File: src/rtl/arithmetic_logic_if.sv
// ALU operand/strobe/result bundle between instruction decode and the ALU.
// The master (decode) drives the op strobes and the operands. The slave
// (the ALU) returns the result and the status flags.
interface arithmetic_logic_if;
  // ALU op strobes (one-hot from decode)
  logic       add;
  logic       sub;
  logic       amp;
  logic       lor;
  logic       flp;
  logic       eor;
  logic       lsx;
  logic       lsy;
  // Parity / compare strobes
  logic       prc0;
  logic       prc1;
  logic       prc2;
  logic       prc4;
  logic       prc8;
  logic       prgl;
  logic       prgh;
  logic       eql;
  // Operands
  logic [7:0] x;
  logic [7:0] y;
  logic [7:0] m;
  // Results
  logic [7:0] res;
  logic       cf;
  logic       zf;

  modport master (
    output add, sub, amp, lor, flp, eor, lsx, lsy,
    output prc0, prc1, prc2, prc4, prc8, prgl, prgh, eql,
    output x, y, m,
    input  res, cf, zf
  );

  modport slave (
    input  add, sub, amp, lor, flp, eor, lsx, lsy,
    input  prc0, prc1, prc2, prc4, prc8, prgl, prgh, eql,
    input  x, y, m,
    output res, cf, zf
  );
endinterface

File: src/rtl/arithmetic_logic.sv
// 8-bit ALU datapath of the 9-bit CPU.
// The result is combinational and selected by prioritised op strobes.
// The Hamming(16,11) encoder serves the ECC programs.
// The carry and zero status flags are registered for later branches.
module arithmetic_logic (
  input  logic                 clk,
  input  logic                 rst_n,
  arithmetic_logic_if.slave    bus
);

  // Extended Hamming(16,11) encoder.
  // Data bits occupy the non-power-of-two positions.
  // Bit 0 is the overall parity over bits 15..1.
  function automatic logic [15:0] hamming_encode(input logic [10:0] d);
    logic [15:0] c;
    c       = 16'h0000;
    c[3]    = d[0];
    c[7:5]  = d[3:1];
    c[15:9] = d[10:4];
    c[1]    = c[3] ^ c[5] ^ c[7] ^ c[9] ^ c[11] ^ c[13] ^ c[15];
    c[2]    = c[3] ^ c[6] ^ c[7] ^ c[10] ^ c[11] ^ c[14] ^ c[15];
    c[4]    = c[5] ^ c[6] ^ c[7] ^ c[12] ^ c[13] ^ c[14] ^ c[15];
    c[8]    = ^c[15:9];
    c[0]    = ^c[15:1];
    return c;
  endfunction

  logic [8:0]  sum_s;
  logic [8:0]  diff_s;
  logic [7:0]  shl_s;
  logic [7:0]  shr_s;
  logic [15:0] code_s;
  logic        any_s;
  logic [7:0]  res_s;
  logic        carry_s;
  logic        cf_r;
  logic        zf_r;

  // Shared arithmetic, shift and encoder terms.
  // A shift amount of 8 or more pushes every bit out of the 8-bit result.
  // Bit 8 of the difference is the borrow.
  always_comb begin
    sum_s  = {1'b0, bus.x} + {1'b0, bus.y};
    diff_s = {1'b0, bus.x} - {1'b0, bus.y};
    shl_s  = bus.x << bus.y[3:0];
    shr_s  = bus.x >> bus.y[3:0];
    code_s = hamming_encode({bus.y[2:0], bus.x});
    any_s  = bus.add  | bus.sub  | bus.amp  | bus.lor  |
             bus.flp  | bus.eor  | bus.lsx  | bus.lsy  |
             bus.prc0 | bus.prc1 | bus.prc2 | bus.prc4 |
             bus.prc8 | bus.prgl | bus.prgh | bus.eql;
  end

  // Prioritised result select. Only add and sub produce a carry.
  always_comb begin
    res_s   = 8'h00;
    carry_s = 1'b0;
    if (bus.add) begin
      res_s   = sum_s[7:0];
      carry_s = sum_s[8];
    end else if (bus.sub) begin
      res_s   = diff_s[7:0];
      carry_s = diff_s[8];
    end else if (bus.amp) begin
      res_s = bus.x & bus.y;
    end else if (bus.lor) begin
      res_s = bus.x | bus.y;
    end else if (bus.flp) begin
      res_s = bus.x ^ bus.m;
    end else if (bus.eor) begin
      res_s = bus.x ^ bus.y;
    end else if (bus.lsx) begin
      res_s = shl_s;
    end else if (bus.lsy) begin
      res_s = shr_s;
    end else if (bus.prc0) begin
      res_s = {7'b0000000, code_s[0]};
    end else if (bus.prc1) begin
      res_s = {7'b0000000, code_s[1]};
    end else if (bus.prc2) begin
      res_s = {7'b0000000, code_s[2]};
    end else if (bus.prc4) begin
      res_s = {7'b0000000, code_s[4]};
    end else if (bus.prc8) begin
      res_s = {7'b0000000, code_s[8]};
    end else if (bus.prgl) begin
      res_s = code_s[7:0];
    end else if (bus.prgh) begin
      res_s = code_s[15:8];
    end else if (bus.eql) begin
      res_s = {7'b0000000, (bus.x == bus.y)};
    end else begin
      res_s   = 8'h00;
      carry_s = 1'b0;
    end
  end

  // Status flags. They update only on cycles with an active op and hold otherwise.
  always_ff @(posedge clk or negedge rst_n) begin
    if (!rst_n) begin
      cf_r <= 1'b0;
      zf_r <= 1'b0;
    end else if (any_s) begin
      cf_r <= carry_s;
      zf_r <= (res_s == 8'h00);
    end else begin
      cf_r <= cf_r;
      zf_r <= zf_r;
    end
  end

  assign bus.res = res_s;
  assign bus.cf  = cf_r;
  assign bus.zf  = zf_r;

endmodule

File: src/flat_wrapper.sv
// flat-port wrapper written by rule: the top's interface ports become plain ports
module arithmetic_logic_flat 
  (clk, rst_n, bus_add, bus_sub, bus_amp, bus_lor, bus_flp, bus_eor, bus_lsx, bus_lsy, bus_prc0, bus_prc1, bus_prc2, bus_prc4, bus_prc8, bus_prgl, bus_prgh, bus_eql, bus_x, bus_y, bus_m, bus_res, bus_cf, bus_zf);
  arithmetic_logic_if bus_i ();
  input  logic clk;
  input  logic rst_n;
  input wire logic [$bits(bus_i.add)-1:0] bus_add;
  input wire logic [$bits(bus_i.sub)-1:0] bus_sub;
  input wire logic [$bits(bus_i.amp)-1:0] bus_amp;
  input wire logic [$bits(bus_i.lor)-1:0] bus_lor;
  input wire logic [$bits(bus_i.flp)-1:0] bus_flp;
  input wire logic [$bits(bus_i.eor)-1:0] bus_eor;
  input wire logic [$bits(bus_i.lsx)-1:0] bus_lsx;
  input wire logic [$bits(bus_i.lsy)-1:0] bus_lsy;
  input wire logic [$bits(bus_i.prc0)-1:0] bus_prc0;
  input wire logic [$bits(bus_i.prc1)-1:0] bus_prc1;
  input wire logic [$bits(bus_i.prc2)-1:0] bus_prc2;
  input wire logic [$bits(bus_i.prc4)-1:0] bus_prc4;
  input wire logic [$bits(bus_i.prc8)-1:0] bus_prc8;
  input wire logic [$bits(bus_i.prgl)-1:0] bus_prgl;
  input wire logic [$bits(bus_i.prgh)-1:0] bus_prgh;
  input wire logic [$bits(bus_i.eql)-1:0] bus_eql;
  input wire logic [$bits(bus_i.x)-1:0] bus_x;
  input wire logic [$bits(bus_i.y)-1:0] bus_y;
  input wire logic [$bits(bus_i.m)-1:0] bus_m;
  output wire logic [$bits(bus_i.res)-1:0] bus_res;
  output wire logic [$bits(bus_i.cf)-1:0] bus_cf;
  output wire logic [$bits(bus_i.zf)-1:0] bus_zf;
  assign bus_i.add = bus_add;
  assign bus_i.sub = bus_sub;
  assign bus_i.amp = bus_amp;
  assign bus_i.lor = bus_lor;
  assign bus_i.flp = bus_flp;
  assign bus_i.eor = bus_eor;
  assign bus_i.lsx = bus_lsx;
  assign bus_i.lsy = bus_lsy;
  assign bus_i.prc0 = bus_prc0;
  assign bus_i.prc1 = bus_prc1;
  assign bus_i.prc2 = bus_prc2;
  assign bus_i.prc4 = bus_prc4;
  assign bus_i.prc8 = bus_prc8;
  assign bus_i.prgl = bus_prgl;
  assign bus_i.prgh = bus_prgh;
  assign bus_i.eql = bus_eql;
  assign bus_i.x = bus_x;
  assign bus_i.y = bus_y;
  assign bus_i.m = bus_m;
  assign bus_res = bus_i.res;
  assign bus_cf = bus_i.cf;
  assign bus_zf = bus_i.zf;
  arithmetic_logic u_core (.clk(clk), .rst_n(rst_n), .bus(bus_i));
endmodule
File: config.mk
export PLATFORM = sky130hd
export DESIGN_NAME = arithmetic_logic_flat
export DESIGN_NICKNAME = d
export VERILOG_FILES = /design/src/rtl/arithmetic_logic_if.sv /design/src/rtl/arithmetic_logic.sv /design/src/flat_wrapper.sv
export SDC_FILE = /design/constraint.sdc
export NUM_CORES = 1
export LEC_CHECK = 0
export CORE_MARGIN = 2
export CORE_UTILIZATION = 55
export CTS_BUF_LIST = sky130_fd_sc_hd__clkbuf_8
export CTS_CLUSTER_DIAMETER = 200
export DETAILED_ROUTE_END_ITERATION = 8
export PLACE_DENSITY = 0.85
export SYNTH_ARGS = -nofsm -noshare
export SYNTH_HDL_FRONTEND = slang
export SYNTH_SLANG_ARGS = --single-unit
File: constraint.sdc
create_clock -name clk -period 5.6 [get_ports clk]
set_input_delay 1.4 -clock clk [delete_from_list [all_inputs] [get_ports clk]]
set_output_delay 1.4 -clock clk [all_outputs]
set_load 0.01 [all_outputs]
==> impl_metrics.csv, run 1 <==
group,metric,value,unit
timing,setup_tns,0,ns
placement,routabilityCongestion,1.04,
timing,tightest_slew,0.486,ns
cts,clockBufferDepth,2,
logic_synthesis,synthTopCellsByCount,"31 x nand2_1, 28 x inv_1, 25 x ha_1, 24 x nor2_1",
cts,cts_tree,"yes",
logic_synthesis,ys_top_cells_by_area,"ha_1 12%, xnor2_1 5.8%, nand2_1 4.5%",
global_routing,grt_pass1_vias,3327,
cts,path_clk_slew,0.03,ns
drt,vias,3504,
critical_path,r2r_end,"u_core.bus.cf",
outcome,status,"completed",
drt,drt-wirelength-per-cell,21.8,µm
critical_path,required,4.20,ns
timing,drv_slew,0,
cts,cts_buffers,3,
cts,clock_sinks,2,
pwr,switchingPower,211,µW
critical_path,r2r_start,"u_core.bus.cf",
pwr,power.density,125,nW/µm²
logic_synthesis,synth_nets,421,
pwr,power_frac_clock,12.0,%
cts,root_buffer,"clkbuf_8",
final_layout,diodes,0,
logic_synthesis,yosys.area.top_type,"ha_1",
drt,viasPerCell,6.86,
final_layout,area_delta_synth_final,45.8,%
logic_synthesis,synthesis.area,2570,µm²
hold_path,hp-class,"reg -> reg",
pwr,power,468,µW
final_layout,fin_util,84.8,%
critical_path,startpoint_type,"input pin",
logic_synthesis,syn_inst,352,
timing,clock_skew,0,ns
floorplanning,start_util,58.1,%
timing,fmax,180,MHz
timing,hold_violations,0,
logic_synthesis,synth_most_common_cell,"nand2_1",
floorplanning,die_width,72.3,µm
drt,met2_length,5.17,mm
floorplanning,io_pins,52,
logic_synthesis,async_reset_ff_share,100,%
global_routing,grt_max_degree,21,
logic_synthesis,postSynthAreaPerCell,7.29,µm²
critical_path,endpoint_kind,"output port",
logic_synthesis,ys_seq_elements,2,
hold_path,hold_depth,2,
final_layout,layout.nets,530,
global_routing,grt_overflow,0,
drt,drt-met1-wl,4.12,mm
logic_synthesis,synth_seq_area_share,1.95,%
floorplanning,die_area,5230,µm²
placement,detailed_place_hpwl,8.63,mm
drt,highest_layer,"met4",
timing,finalCriticalPeriod,5.55,ns
global_routing,grt_antenna_before_repair,0,
drt,dr.pass1.iters,8,
floorplanning,fp.coreArea,4410,µm²
critical_path,setup.worst_path.start,"bus_x[4]",
floorplanning,die_h,72.3,µm
pwr,p_seq_share,3.4,%
pwr,irDropWorstVdd,0.000192,V
timing,finalSetupViolCount,0,
global_routing,grt_pass1_wl,16.8,mm
cts,clk_latency,0.21,ns
final_layout,fillers,277,
logic_synthesis,synth_flop_cell,"dfrtp_1",
pwr,leakage,1.66,nW
global_routing,grt_usage,41.7,%
cts,ctsHoldBuffers,0,
floorplanning,rows,24,
critical_path,r2r_slack,4.94,ns
hold_path,hp-start,"u_core.bus.zf",
drt,wl,11.1,mm
timing,rsz0062_at_grt,"no",
placement,io_buffers,51,
timing,slew_headroom,67.2,%
logic_synthesis,synth_edf_count,0,
critical_path,cp.arrival,4.15,ns
hold_path,min_to,"u_core.bus.zf",
critical_path,cp_max_fo,6,
pwr,combPwrFrac,84.6,%
final_layout,layout-drive-gt1-share,24.0,%
pwr,swShare,45.1,%
logic_synthesis,yosysWarnings,0,
logic_synthesis,synth_top_area_share,12.2,%
drt,drtIter0Drc,610,
drt,wl_met3,1.32,mm
drt,drcViolationCount,0,
placement,dpl_cell_area,3600,µm²
logic_synthesis,yosysUniqueCellTypes,63,
critical_path,r2r_cells,2,
job,drv_cap,0,
final_layout,fin_area,3740,µm²
cts,htreeDepth,1,
drt,postRouteAntennaNets,0,
pwr,internal_power,257,µW
timing,fin_crit_sh,99.1,%
critical_path,path_class,"in -> out",
[logic make-up after synthesis]
group           after synthesis  synth area share, %
compound gates              113                 31.5
simple gates                103                 19.5
buf+inv                      59                 9.41
xor+xnor                     31                 12.8
fa+ha+maj                    27                 13.7
mux                          17                 11.0
flops                         2                 1.95
[per-layer routing]
layer  up-vias  track usage [%]
li1       1521                -
met1      1616             53.3
met2       316             68.7
met3        51             8.61
met4         0             16.6
met5         -                0
[stage by stage]
stage               hold WS [ns]  instances  setup WS [ns]
floorplan                  0.512        352          0.541
global placement           0.460        505         -0.223
detailed placement         0.481        505         -0.292
CTS                        0.493        509         -0.178
global route               0.508        511         0.0107
finish                     0.490        511         0.0480
[cell type report]
cell class / count / area [µm²] / area share [%]
clock buffers: 3 / 41.3 / 1.10
inverters: 31 / 116 / 3.11
multi-input cells: 291 / 2350 / 62.7
flip-flops and latches: 2 / 50.0 / 1.34
well taps: 52 / 65.1 / 1.74
repair buffers: 132 / 1120 / 30.0
[worst max path at each step]
stage | end | cells past startpoint
finish | bus_res[4] | 9
global route | bus_res[4] | 11
CTS | bus_res[0] | 9
detailed placement | bus_res[6] | 12
global placement | bus_res[0] | 10
floorplan | bus_res[0] | 9
[cells in the final DEF (no fill, tap or decap), drive strengths merged, types with 4 or more instances in the layout]
| cell | count |
|---|---|
| buf | 81 |
| clkdlybuf4s50 | 43 |
| nand2 | 31 |
| inv | 29 |
| ha | 25 |
| nor2 | 24 |
| a21oi | 21 |
| o21ai | 21 |
| xnor2 | 17 |
| nor3 | 11 |
| xor2 | 10 |
| a211oi | 10 |
| nand3 | 9 |
| a31oi | 9 |
| mux2i | 8 |
| mux4 | 8 |
| o211ai | 6 |
| o21bai | 6 |
| a2111oi | 6 |
| nor2b | 5 |
| dlygate4sd2 | 5 |
| o221ai | 5 |
| nor4 | 4 |
[flip-flops by register name (all words and copies together) (netlist names)]
| register | flops |
|---|---|
| u_core.bus.cf | 1 |
| u_core.bus.zf | 1 |
[worst max-delay path: stages]
cell	delay (ns)
clkdlybuf4s50_1	0.69
inv_1	0.09
ha_1	0.36
buf_4	0.19
a2111oi_0	0.39
o21ai_0	0.17
o21ai_0	0.21
nand3b_1	0.14
clkdlybuf4s50_1	0.50
[power by group through the flow]
| stage | clock (mW) | sequential, mW | combinational [mW] |
|---|---|---|---|
| floorplan | 0 | 0.0165 | 0.192 |
| global placement | 0 | 0.0160 | 0.355 |
| detailed placement | 0 | 0.0161 | 0.363 |
| CTS | 0.0569 | 0.0160 | 0.368 |
| global route | 0.0573 | 0.0160 | 0.415 |
| finish | 0.0560 | 0.0160 | 0.396 |
[timing repair]
item	4_1_cts	5_1_grt
endpoints found under the setup margin	6	7
setup buffers	1	2
resized for setup	15	12
pin swaps	4	6
Note: power is estimated with default switching activity, not from simulation.
==> run 2, diff against run 1 <==
Settings changed: CORE_MARGIN 2 to unset.
==> run 2 against run 1 <==
  * Register-to-register slack is essentially flat
  * Critical path type unchanged
  * Routed wire length is 4.3% lower
  * Die area decreased by 5.5%
  * Combinational power is 4% lower
  * Clock power fell by 2%
  * Hold slack better by 0.0068 ns
  * Largest power group unchanged
  * Global-route usage down 0.12 points
  * Worst setup slack worse by 0.022 ns
  * Design area down 1.6%
  * Sequential power hardly changed
  * Non-clock buffer count decreased by 5
  * Clock skew is the same
==> impl_metrics.csv, run 2 (synthesis results as in run 1) <==
group,metric,value,unit
final_layout,layout-drive-gt1-share,22.2,%
cts,htreeDepth,1,
hold_path,hp-start,"u_core.bus.cf",
timing,tightest_slew,0.504,ns
floorplanning,die_width,70.3,µm
drt,drcViolationCount,0,
drt,postRouteAntennaNets,0,
pwr,combPwrFrac,84.2,%
pwr,swShare,45.0,%
critical_path,startpoint_type,"input pin",
timing,fin_crit_sh,99.5,%
pwr,power_frac_clock,12.2,%
cts,clockBufferDepth,2,
outcome,status,"completed",
critical_path,r2r_slack,4.94,ns
timing,worst_slack,0.0260,ns
timing,fmax,179,MHz
floorplanning,die_area,4940,µm²
timing,slew_headroom,66.0,%
final_layout,multi_input_area,2320,µm²
cts,clock_sinks,2,
final_layout,fillers,260,
critical_path,required,4.20,ns
drt,drtIter0Drc,510,
global_routing,grt_antenna_before_repair,0,
floorplanning,die_h,70.3,µm
hold_path,hold_depth,2,
hold_path,hp-class,"reg -> reg",
drt,dr.pass1.iters,5,
pwr,power.density,122,nW/µm²
global_routing,grt_pass1_vias,3243,
final_layout,area_delta_synth_final,43.5,%
pwr,internal_power,247,µW
critical_path,cp.arrival,4.17,ns
placement,placed_cells,502,
drt,drt-wirelength-per-cell,21.0,µm
drt,wl,10.6,mm
timing,setup_tns,0,ns
global_routing,grt_usage,41.6,%
timing,finalCriticalPeriod,5.57,ns
timing,holdWs,0.497,ns
cts,cts_tree,"yes",
global_routing,grt_overflow,0,
critical_path,endpoint_kind,"output port",
final_layout,layout.nets,525,
final_layout,seqCellArea,50.0,µm²
final_layout,diodes,0,
placement,io_buffers,51,
global_routing,grt_pass1_wl,16.2,mm
placement,dpl_cell_area,3580,µm²
pwr,switchingPower,203,µW
drt,viasPerCell,6.90,
floorplanning,fp.coreArea,4410,µm²
critical_path,path_class,"in -> out",
final_layout,fin_area,3680,µm²
cts,root_buffer,"clkbuf_8",
timing,drv_slew,0,
cts,path_clk_slew,0.03,ns
placement,detailed_place_hpwl,8.38,mm
drt,vias,3491,
hold_path,min_to,"u_core.bus.cf",
final_layout,finalNonFillerCells,506,
timing,hold_violations,0,
final_layout,mostFrequentLayoutCells,"76 x buf_4, 41 x clkdlybuf4s50_1, 31 x nand2_1, 28 x inv_1, 25 x ha_1",
timing,finalSetupViolCount,0,
critical_path,r2r_end,"u_core.bus.zf",
critical_path,r2r_cells,2,
placement,routabilityCongestion,1.05,
job,drv_cap,0,
critical_path,r2r_start,"u_core.bus.zf",
timing,clock_skew,0,ns
pwr,leakage,1.65,nW
floorplanning,start_util,58.1,%
pwr,p_seq_share,3.5,%
floorplanning,rows,24,
critical_path,cp_max_fo,3,
final_layout,final_common_cell,"buf_4",
cts,cts_buffers,3,
pwr,irDropWorstVdd,0.000193,V
global_routing,grt_max_degree,21,
floorplanning,io_pins,52,
placement,pre_cts_slack,-0.367,ns
cts,clk_latency,0.20,ns
## run 2: power by group through the flow
stage	registers [mW]	clock network (mW)	logic, mW
after floorplan	0.0165	0	0.192
after global placement	0.0160	0	0.352
after detailed placement	0.0161	0	0.358
after CTS	0.0159	0.0556	0.361
after global routing	0.0161	0.0572	0.399
final	0.0160	0.0551	0.379
## run 2: cell type report
class                   count  area share (%)
clock buffers               3            1.12
inverters                  31            3.16
multi-input cells         291            63.1
flip-flops and latches      2            1.36
well taps                  52            1.77
repair buffers            127            29.5
## run 2: worst max-delay path, stage by stage
cell,delay (ns)
clkdlybuf4s50_1,0.52
inv_1,0.09
fa_1,0.43
inv_1,0.11
a211oi_2,0.10
o31ai_1,0.42
a21oi_2,0.14
xor2_1,0.18
a2111oi_2,0.36
a21oi_1,0.12
dlygate4sd2_1,0.31
## run 2: worst max-delay path by stage
| stage | to | slack [ns] | startpoint | depth (start not counted) |
|---|---|---|---|---|
| finish | bus_res[6] | 0.03 | bus_x[1] | 11 |
| global route | bus_res[6] | -0.09 | bus_x[1] | 11 |
| CTS | bus_res[1] | 0.003 | bus_x[6] | 9 |
| detailed placement | bus_res[0] | -0.37 | bus_y[0] | 10 |
| global placement | bus_res[0] | -0.22 | bus_y[0] | 10 |
| floorplan | bus_res[0] | 0.54 | bus_y[0] | 9 |
## run 2: what timing repair did
item,in CTS,in global routing
pin swaps,4,4
buffers inserted,0,1
resized for setup,11,14
hold buffers,0,0
gates cloned,0,0
setup endpoints to repair,5,6
## run 2: per-layer routing
metal	GRT usage [%]	routed length, µm	share of wire (%)	up-vias
met1	54.0	3870	36	1575
met4	20.9	555	5.2	0
met3	6.35	1430	13	61
met5	0	0	0	-
met2	66.3	4790	45	336
li1	-	-	-	1519
## run 2: stage by stage
stage	utilization [%]	power [mW]
2_1_floorplan	-	0.208
3_3_place_gp	81.1	0.368
3_5_place_dp	81.1	0.375
4_1_cts	82.3	0.432
5_1_grt	83.4	0.472
6_report	83.4	0.450
